$ cat config.mk
export PLATFORM = sky130hd
export DESIGN_NAME = pwm_duty_ctrl_flat
export DESIGN_NICKNAME = d
export VERILOG_FILES = /design/src/rtl/pwm_duty_ctrl_if.sv /design/src/rtl/pwm_duty_ctrl.sv /design/src/flat_wrapper.sv
export SDC_FILE = /design/constraint.sdc
export NUM_CORES = 1
export LEC_CHECK = 0
export ABC_CLOCK_PERIOD_IN_PS = 5300
export BUFFER_PORTS_ARGS = -buffer_cell sky130_fd_sc_hd__buf_2
export CAP_MARGIN = 20
export CORE_MARGIN = 4
export CORE_UTILIZATION = 40
export DETAILED_ROUTE_END_ITERATION = 16
export SLEW_MARGIN = 0
export SYNTH_ARGS = -nofsm -noshare
export SYNTH_HDL_FRONTEND = slang
export SYNTH_SLANG_ARGS = --single-unit
export TNS_END_PERCENT = 5
$ cat constraint.sdc
create_clock -name clk -period 5.3 [get_ports clk]
set_input_delay 0.265 -clock clk [delete_from_list [all_inputs] [get_ports clk]]
set_output_delay 0.265 -clock clk [all_outputs]
set_load 0.1 [all_outputs]
$ cat src/rtl/pwm_duty_ctrl_if.sv
// rtl/pwm_duty_ctrl_if.sv - user-facing signal bundle for the PWM duty controller
//
// Purpose: groups the switch/button/display/PWM signals of pwm_duty_ctrl.
// Ports (signals):
//   en       global enable switch level
//   up/down  raw button levels (asynchronous)
//   ch_sel   channel addressed by the buttons and shown on the display
//   pwm_out  one PWM waveform per channel
//   HEX0..2  units/tens/hundreds digit of the selected duty, active-low segments
// Modports: master drives the controls and observes outputs; slave is the controller.
interface pwm_duty_ctrl_if #(
    parameter int CHANNELS = 4,
    parameter int CH_W     = (CHANNELS > 1) ? $clog2(CHANNELS) : 1
);
    logic                en;
    logic                up;
    logic                down;
    logic [CH_W-1:0]     ch_sel;
    logic [CHANNELS-1:0] pwm_out;
    logic [6:0]          HEX0;
    logic [6:0]          HEX1;
    logic [6:0]          HEX2;

    modport master (
        output en, up, down, ch_sel,
        input  pwm_out, HEX0, HEX1, HEX2
    );

    modport slave (
        input  en, up, down, ch_sel,
        output pwm_out, HEX0, HEX1, HEX2
    );
endinterface

$ cat src/rtl/pwm_duty_ctrl.sv
// rtl/pwm_duty_ctrl.sv - multi-channel PWM with button-stepped duty and 7-segment readout
//
// Purpose: each channel holds a duty 0..100 %, stepped by STEP with up/down buttons
// on the channel chosen by ch_sel. A shared 0..99 period counter (advanced every
// PRESCALE clocks) compares against per-channel shadow duties that only reload at
// the period wrap, so edits never glitch a running period.
// Ports:
//   clk    single clock, rising edge
//   rst_n  synchronous active-low reset
//   bus    pwm_duty_ctrl_if.slave (en, up, down, ch_sel, pwm_out, HEX0..HEX2)
module pwm_duty_ctrl #(
    parameter int CHANNELS = 4,
    parameter int STEP     = 10,
    parameter int PRESCALE = 1
) (
    input  logic           clk,
    input  logic           rst_n,
    pwm_duty_ctrl_if.slave bus
);

    localparam int              PS_W     = (PRESCALE > 1) ? $clog2(PRESCALE) : 1;
    localparam logic [PS_W-1:0] PS_LAST  = PS_W'(PRESCALE - 1);
    localparam logic [6:0]      STEP7    = 7'(STEP);
    localparam logic [6:0]      MAX_DUTY = 7'd100;
    localparam logic [6:0]      CNT_LAST = 7'd99;

    // Button synchronisers and rising-edge detectors.
    logic up_s1, up_s2, up_d, up_armed;
    logic dn_s1, dn_s2, dn_d, dn_armed;
    // Goes high one cycle after reset release, so the cleared sync chain is not
    // mistaken for a released button.
    logic sync_live;

    always_ff @(posedge clk) begin
        if (!rst_n) begin
            up_s1     <= 1'b0;
            up_s2     <= 1'b0;
            up_d      <= 1'b0;
            up_armed  <= 1'b0;
            dn_s1     <= 1'b0;
            dn_s2     <= 1'b0;
            dn_d      <= 1'b0;
            dn_armed  <= 1'b0;
            sync_live <= 1'b0;
        end else begin
            up_s1     <= bus.up;
            up_s2     <= up_s1;
            up_d      <= up_s2;
            dn_s1     <= bus.down;
            dn_s2     <= dn_s1;
            dn_d      <= dn_s2;
            sync_live <= 1'b1;
            // A button only arms once it has been seen released after reset,
            // so a press held through reset release never counts.
            up_armed  <= up_armed | (sync_live & ~up_s1 & ~up_s2);
            dn_armed  <= dn_armed | (sync_live & ~dn_s1 & ~dn_s2);
        end
    end

    logic up_pulse, dn_pulse, step_up, step_dn;
    assign up_pulse = up_s2 & ~up_d & up_armed;
    assign dn_pulse = dn_s2 & ~dn_d & dn_armed;
    // Coincident up and down cancel; nothing applies while disabled.
    assign step_up  = bus.en & up_pulse & ~dn_pulse;
    assign step_dn  = bus.en & dn_pulse & ~up_pulse;

    logic [6:0] duty   [CHANNELS];
    logic [6:0] shadow [CHANNELS];
    logic [6:0] sel_duty;
    logic [6:0] up_val, dn_val;

    // Out-of-range ch_sel (non power-of-two CHANNELS) reads as 0 and edits nothing.
    always_comb begin
        sel_duty = '0;
        for (int i = 0; i < CHANNELS; i++) begin
            if (int'(bus.ch_sel) == i) begin
                sel_duty = duty[i];
            end
        end
    end

    // Saturating step, compared before adding so the 7-bit sum never exceeds 100.
    assign up_val = (sel_duty > (MAX_DUTY - STEP7)) ? MAX_DUTY : (sel_duty + STEP7);
    assign dn_val = (sel_duty < STEP7) ? 7'd0 : (sel_duty - STEP7);

    always_ff @(posedge clk) begin
        if (!rst_n) begin
            for (int i = 0; i < CHANNELS; i++) begin
                duty[i] <= '0;
            end
        end else begin
            for (int i = 0; i < CHANNELS; i++) begin
                if (int'(bus.ch_sel) == i) begin
                    if (step_up) begin
                        duty[i] <= up_val;
                    end else if (step_dn) begin
                        duty[i] <= dn_val;
                    end
                end
            end
        end
    end

    // Prescaler, period counter and shadow duties.
    logic [PS_W-1:0] presc;
    logic [6:0]      cnt;
    logic            tick, wrap;

    assign tick = (presc == PS_LAST);
    assign wrap = tick && (cnt == CNT_LAST);

    always_ff @(posedge clk) begin
        if (!rst_n) begin
            presc <= '0;
            cnt   <= '0;
            for (int i = 0; i < CHANNELS; i++) begin
                shadow[i] <= '0;
            end
        end else if (!bus.en) begin
            // Parked at the start of a period, tracking live duties, so
            // enabling begins a clean period.
            presc <= '0;
            cnt   <= '0;
            for (int i = 0; i < CHANNELS; i++) begin
                shadow[i] <= duty[i];
            end
        end else begin
            presc <= tick ? '0 : (presc + PS_W'(1));
            if (tick) begin
                cnt <= wrap ? 7'd0 : (cnt + 7'd1);
            end
            if (wrap) begin
                for (int i = 0; i < CHANNELS; i++) begin
                    shadow[i] <= duty[i];
                end
            end
        end
    end

    logic [CHANNELS-1:0] pwm;
    always_comb begin
        pwm = '0;
        for (int i = 0; i < CHANNELS; i++) begin
            pwm[i] = bus.en && (cnt < shadow[i]);
        end
    end
    assign bus.pwm_out = pwm;

    // Decimal display of the selected duty.
    function automatic logic [6:0] seg7(input logic [3:0] d);
        case (d)
            4'd0:    seg7 = 7'b1000000;
            4'd1:    seg7 = 7'b1111001;
            4'd2:    seg7 = 7'b0100100;
            4'd3:    seg7 = 7'b0110000;
            4'd4:    seg7 = 7'b0011001;
            4'd5:    seg7 = 7'b0010010;
            4'd6:    seg7 = 7'b0000010;
            4'd7:    seg7 = 7'b1111000;
            4'd8:    seg7 = 7'b0000000;
            4'd9:    seg7 = 7'b0010000;
            default: seg7 = 7'b1111111;
        endcase
    endfunction

    logic       hund;
    logic [6:0] rem;
    logic [3:0] tens, units;

    // Duty never exceeds 100, so the hundreds digit is a single comparison.
    assign hund  = (sel_duty >= MAX_DUTY);
    assign rem   = hund ? (sel_duty - MAX_DUTY) : sel_duty;
    assign tens  = 4'(rem / 7'd10);
    assign units = 4'(rem % 7'd10);

    assign bus.HEX2 = bus.en ? seg7({3'b000, hund}) : 7'b1111111;
    assign bus.HEX1 = bus.en ? seg7(tens)           : 7'b1111111;
    assign bus.HEX0 = bus.en ? seg7(units)          : 7'b1111111;

endmodule

$ cat src/flat_wrapper.sv
// flat-port wrapper written by rule: the top's interface ports become plain ports
module pwm_duty_ctrl_flat 
#(
    parameter int CHANNELS = 4,
    parameter int STEP     = 10,
    parameter int PRESCALE = 1
)
  (clk, rst_n, bus_en, bus_up, bus_down, bus_ch_sel, bus_pwm_out, bus_HEX0, bus_HEX1, bus_HEX2);
  pwm_duty_ctrl_if #(.CHANNELS(CHANNELS), .CH_W(2)) bus_i ();
  input  logic clk;
  input  logic rst_n;
  input wire logic [$bits(bus_i.en)-1:0] bus_en;
  input wire logic [$bits(bus_i.up)-1:0] bus_up;
  input wire logic [$bits(bus_i.down)-1:0] bus_down;
  input wire logic [$bits(bus_i.ch_sel)-1:0] bus_ch_sel;
  output wire logic [$bits(bus_i.pwm_out)-1:0] bus_pwm_out;
  output wire logic [$bits(bus_i.HEX0)-1:0] bus_HEX0;
  output wire logic [$bits(bus_i.HEX1)-1:0] bus_HEX1;
  output wire logic [$bits(bus_i.HEX2)-1:0] bus_HEX2;
  assign bus_i.en = bus_en;
  assign bus_i.up = bus_up;
  assign bus_i.down = bus_down;
  assign bus_i.ch_sel = bus_ch_sel;
  assign bus_pwm_out = bus_i.pwm_out;
  assign bus_HEX0 = bus_i.HEX0;
  assign bus_HEX1 = bus_i.HEX1;
  assign bus_HEX2 = bus_i.HEX2;
  pwm_duty_ctrl #(.CHANNELS(CHANNELS), .STEP(STEP), .PRESCALE(PRESCALE)) u_core (.clk(clk), .rst_n(rst_n), .bus(bus_i));
endmodule
# After elaboration in Yosys (flattened, before gate mapping)

Memories as Yosys holds them, arrays and structs flattened.
Index checks and enable logic that the tools add are counted.

Bitwise operators: 40
$add $sub $neg: 5
Divide/modulo/power cells: 2
$lt $le $gt $ge: 7
Equality and inequality tests: 4
Reduce and logical (&&, ||, !) cells: 8
Mux-type cells: 64

Operators by type and width:

| kind                | count |
|---|---|
| $mux 7              | 27 |
| $mux 1              | 36 |
| $lt 7x7->1          | 4 |
| $or 1x1->1          | 18 |
| $pmux 7 s2          | 1 |
| $and 1x1->1         | 12 |
| $not 1->1           | 10 |
| $add 7x1->7 const B | 1 |
| $add 7x4->7 const B | 1 |
| $div 7x4->7 const B | 1 |
| $eq 7x7->1 const B  | 1 |
| $ge 7x7->1 const B  | 1 |
| $gt 7x7->1 const B  | 1 |
| $lt 7x4->1 const B  | 1 |
| $mod 7x4->7 const B | 1 |
| $sub 7x4->7 const B | 1 |
| $sub 7x7->7 const B | 1 |
| $logic_and 1x1->1   | 5 |
| $eq 2x2->1 const B  | 2 |
| $reduce_and 3->1    | 1 |
| $eq 2x1->1 const B  | 1 |
| $logic_not 2->1     | 1 |
| $reduce_and 2->1    | 1 |
| $add 1x1->1 const B | 1 |

Logic and storage cells: 145
Memory bits (read-only): 224
Register bits: 17
Bits in writable memories: 56
Memories: 4

Memories:

| name             | words | width | rd ports | clocked after Yosys merged registers in | write ports | line                 | source |
|---|---|---|---|---|---|---|---|
| (name not given) | 16    | 7     | 1        | 0                                       | 0           | pwm_duty_ctrl.sv:151 | `case (d)` |
| (name not given) | 16    | 7     | 1        | 0                                       | 0           | pwm_duty_ctrl.sv:151 |  |
| u_core.duty      | 4     | 7     | 4        | 0                                       | 4           | pwm_duty_ctrl.sv:67  | `logic [6:0] duty [CHANNELS];` |
| u_core.shadow    | 4     | 7     | 4        | 0                                       | 4           | pwm_duty_ctrl.sv:68  | `logic [6:0] shadow [CHANNELS];` |

# Longest topological paths before layout

Depth in word-level cells: 11
Mapped depth: 20
Gate-level depth less buffers: 18

# Worst setup path before layout

No wires, ideal clock.

Path type: register to output
Start point: mem u_core.duty[3][2], in the netlist u_core.duty[0][23]
End point: out bus_HEX1[3]
Path slack: -949 ps
Stages on the path, launching flop included: 18
Data required time: 5,035 ps
Arrival: 5,984 ps
Cell sequence: edfxtp_1 mux4_2 buf_2 ha_1 and2_1 a221oi_4 a211o_1 and2_1 o211ai_1 o22ai_1 ha_1 buf_2 o21ai_0 a21oi_1 inv_1 ha_1 and3_1 o21ai_0

RTL lines:

| item               | line                | source |
|---|---|---|
| start: declaration | pwm_duty_ctrl.sv:67 |  |
| end: declaration   | flat_wrapper.sv:18  | `output wire logic [$bits(bus_i.HEX1)-1:0] bus_HEX1;` |

==> results by group <==
Status
  • Status: finished, final reports clean

Timing
  • Rel. slew slack: between 40% and 50%
  • Worst Tran Pin Value: 0.8238 ns
  • Final Cycle Share: between 90 and 100%
  • Final hold vios: 0
  • Min Hold Slack: 0.1408 ns
  • RSZ-0062 raised after global routing: false
  • Slew Limit Fails: 0
  • Period minus WS final: 4.949 ns
  • Maximum achievable frequency: approximately 200 MHz
  • Layout Skew: 0.007637 ns
  • Final setup margin: 0.3511 ns
  • Endpoints failing setup: 0

Place
  • Worst slack, placed: ~0.18 ns
  • Placer congestion estimate: 0.9114
  • Half-perimeter wire length after placement: 9303 µm
  • Cell Count Post-Placement: 726
  • Port Buffers: 30

Final layout
  • Nets: 615
  • Antenna cells: 0
  • Fillers: 1226
  • Area grow syn2layout: 12.65%
  • Share of cells above drive strength 1: 15.61%
  • Layout Cells excl Fill: 742
  • Most frequent cells in the layout: edfxtp_1 (56), nor2_1 (55), nand2_1 (46)
  • Commonest non-fill, non-tap cell in the layout: edfxtp_1

Routing
  • TritonRoute pass-1 iters: 6
  • ANT nets after route: 0
  • Final WL: around 12000 µm
  • # DRC: 0
  • Starting DRT DRC Count: 314
  • Vias/cell: 5.549
  • Via Count: 4117
  • Post-DR wirelength/cell: ~17 µm

Power and ir drop
  • Cell area power density: 332.3 mW/mm²
  • Maximum VDD drop: roughly 0.00015 V
  • Total power: 1.934 mW
  • Leak pwr: 2.449 nW

Global route
  • Initial antenna violation count: 0
  • Grt ovf: 0
  • Vias in the first global route: between 3000 and 4000
  • First-pass GRT wire length: between 20000 and 25000 µm
  • Largest net degree at the start of global routing: between 40 and 50
  • Gr usage total: 17.23%

Min path
  • Hold depth: 2
  • Hold Path Class: input port to flop

Critical path
  • R2R cell count: 9
  • Crit Path Class: flop to output port
  • Crit path DAT: 4.68 ns
  • Worst endpoint required time: 5.04 ns
  • Startpoint Class: flop
  • Setup crit end kind: output port
  • CP Max Fanout: 11

Synthesis
  • Yosys cell types: 70
  • Post-synthesis area per instance: 9.494 µm²
  • Synth Warn #: 0
  • Area share of the largest cell type after synthesis: roughly 33%
  • Register bit total from synthesis: 73
  • Mapped Area: 0.005165 mm²
  • Sequential area share after synthesis: 39.15%
  • Share of flip-flops with an asynchronous set or reset: 0%
  • Synth area leader: edfxtp_1
  • Post-synth EDFFs: 56
  • Post-Synthesis Cells: 544
  • Syn nets: between 500 and 600
  • Most common flop cell mapped by yosys: edfxtp_1
  • Synth area leaders: edfxtp_1 (33%), ha_1 (10%), dfxtp_1 (6.6%)

Floorplanning
  • Die H: 121.6 µm
  • Row count: 41
  • Number of top-level pins: 32
  • Core area: around 0.013 mm²
  • Die width: 121.6 µm
  • Initial Utilization: approximately two fifths
  • Total die area: 0.01479 mm²

Clocking
  • Clock buffer depth: 2
  • Worst-Skew Late Latency: ~0.33 ns
  • Num Clock Sinks: 73
  • Cts hold-fix bufs: 0
  • Total CTS buffers: 9
  • Clock Tree Root: clkbuf_16
  • CTS clk-pin slew, worst paths: ~0.060 ns
  • H-tree depth: 3
  • CTS tree: done

Job
  • Max Cap Violations: 0
-- area by class of cell --
cell class	count	area, µm²	share of cell area, %
multi-input cells	402	2870	49.33
clock inverters	7	43.79	0.7527
clock buffers	9	225.2	3.871
repair buffers	38	287.8	4.946
flip-flops and latches	73	2022	34.75
well taps	172	215.2	3.699
inverters	41	153.9	2.645
-- flip-flops by register name, summed over array words and instances (netlist names) --
name              count
u_core.duty          28
u_core.shadow        28
u_core.cnt            7
u_core.dn_armed       1
u_core.dn_d           1
u_core.dn_s1          1
u_core.dn_s2          1
u_core.presc          1
u_core.sync_live      1
u_core.up_armed       1
u_core.up_d           1
u_core.up_s1          1
u_core.up_s2          1
-- where the power goes --
group | internal [mW] | total [mW] | switching [mW]
Sequential | 0.641 | 0.653 | 0.0118
Combinational | 0.204 | 0.733 | 0.529
Clock | 0.316 | 0.548 | 0.232
Total | 1.16 | 1.93 | 0.772
-- kinds of logic (layout without fill, tap and decap cells) --
group / Yosys count / count (layout) / synth area share [%]
fa+ha+maj: 43 / 43 / 10.42
mux: 12 / 12 / 4.046
simple gates: 215 / 215 / 21.29
buf+inv: 69 / 95 / 5.959
xor+xnor: 12 / 12 / 2.035
compound gates: 118 / 118 / 16.96
flops: 73 / 73 / 39.15
other cells: 2 / 2 / 0.1454
-- metrics by stage --
stage                     TNS [ns]  area [µm²]  utilization [%]
after floorplan             -2.152        5170                -
after global placement           0        5524            43.77
after detailed placement         0        5524            43.77
after CTS                        0        5793            45.91
after global routing             0        5818            46.10
final                            0        5818            46.10
-- Yosys cell counts, types with 4 or more instances --
| master | number |
|---|---|
| edfxtp_1 | 56 |
| nor2_1 | 55 |
| nand2_1 | 46 |
| ha_1 | 43 |
| inv_1 | 41 |
| and3_1 | 29 |
| a21oi_1 | 22 |
| o21ai_0 | 22 |
| a211oi_1 | 20 |
| dfxtp_1 | 17 |
| nand3_1 | 16 |
| clkbuf_1 | 13 |
| nor3_1 | 12 |
| a21o_1 | 11 |
| and2_1 | 11 |
| nor2b_1 | 11 |
| nand2b_1 | 9 |
| buf_4 | 7 |
| xor2_1 | 7 |
| buf_2 | 6 |
| mux4_2 | 6 |
| or2_2 | 6 |
| o22ai_1 | 5 |
| xnor2_1 | 5 |
| mux2i_1 | 4 |
| nor3b_1 | 4 |
-- worst max-delay path, cell delays in order, from the launching register on --
cell,delay [ns]
edfxtp_1,0.44
mux4_2,0.51
ha_1,0.23
and2_1,0.19
a221oi_4,0.43
a211o_2,0.23
and2_1,0.32
nor3_1,0.11
or3_4,0.46
a21boi_0,0.15
o22ai_1,0.24
inv_1,0.14
ha_1,0.21
nor2_1,0.11
a2111oi_1,0.06
a41oi_1,0.18
buf_4,0.32
-- worst paths after layout --
| path | from | end | slack, ns |
|---|---|---|---|
| worst max-delay path | u_core.duty[0][2] | bus_HEX0[4] | 0.35 |
| worst min-delay path | bus_down | u_core.dn_s1 | 0.14 |
| worst max register to register | u_core.duty[0][2] | u_core.duty[0][17] | 2.34 |
| worst min register to register | u_core.up_s1 | u_core.up_s2 | 0.47 |
-- routing by layer --
layer,part of all wire (%),up-vias,track usage [%]
met4,1.1,0,5.252
li1,-,2009,-
met1,44,1993,22.42
met3,4.5,12,2.832
met5,0,-,0
met2,50,103,29.50
-- what timing repair did --
item                                    in CTS  in global routing
endpoints found under the hold margin        0                  0
buffers inserted                             0                  0
endpoints found under the setup margin       0                 11
resized for setup                            0                  6
(Power assumes the default switching activity.)
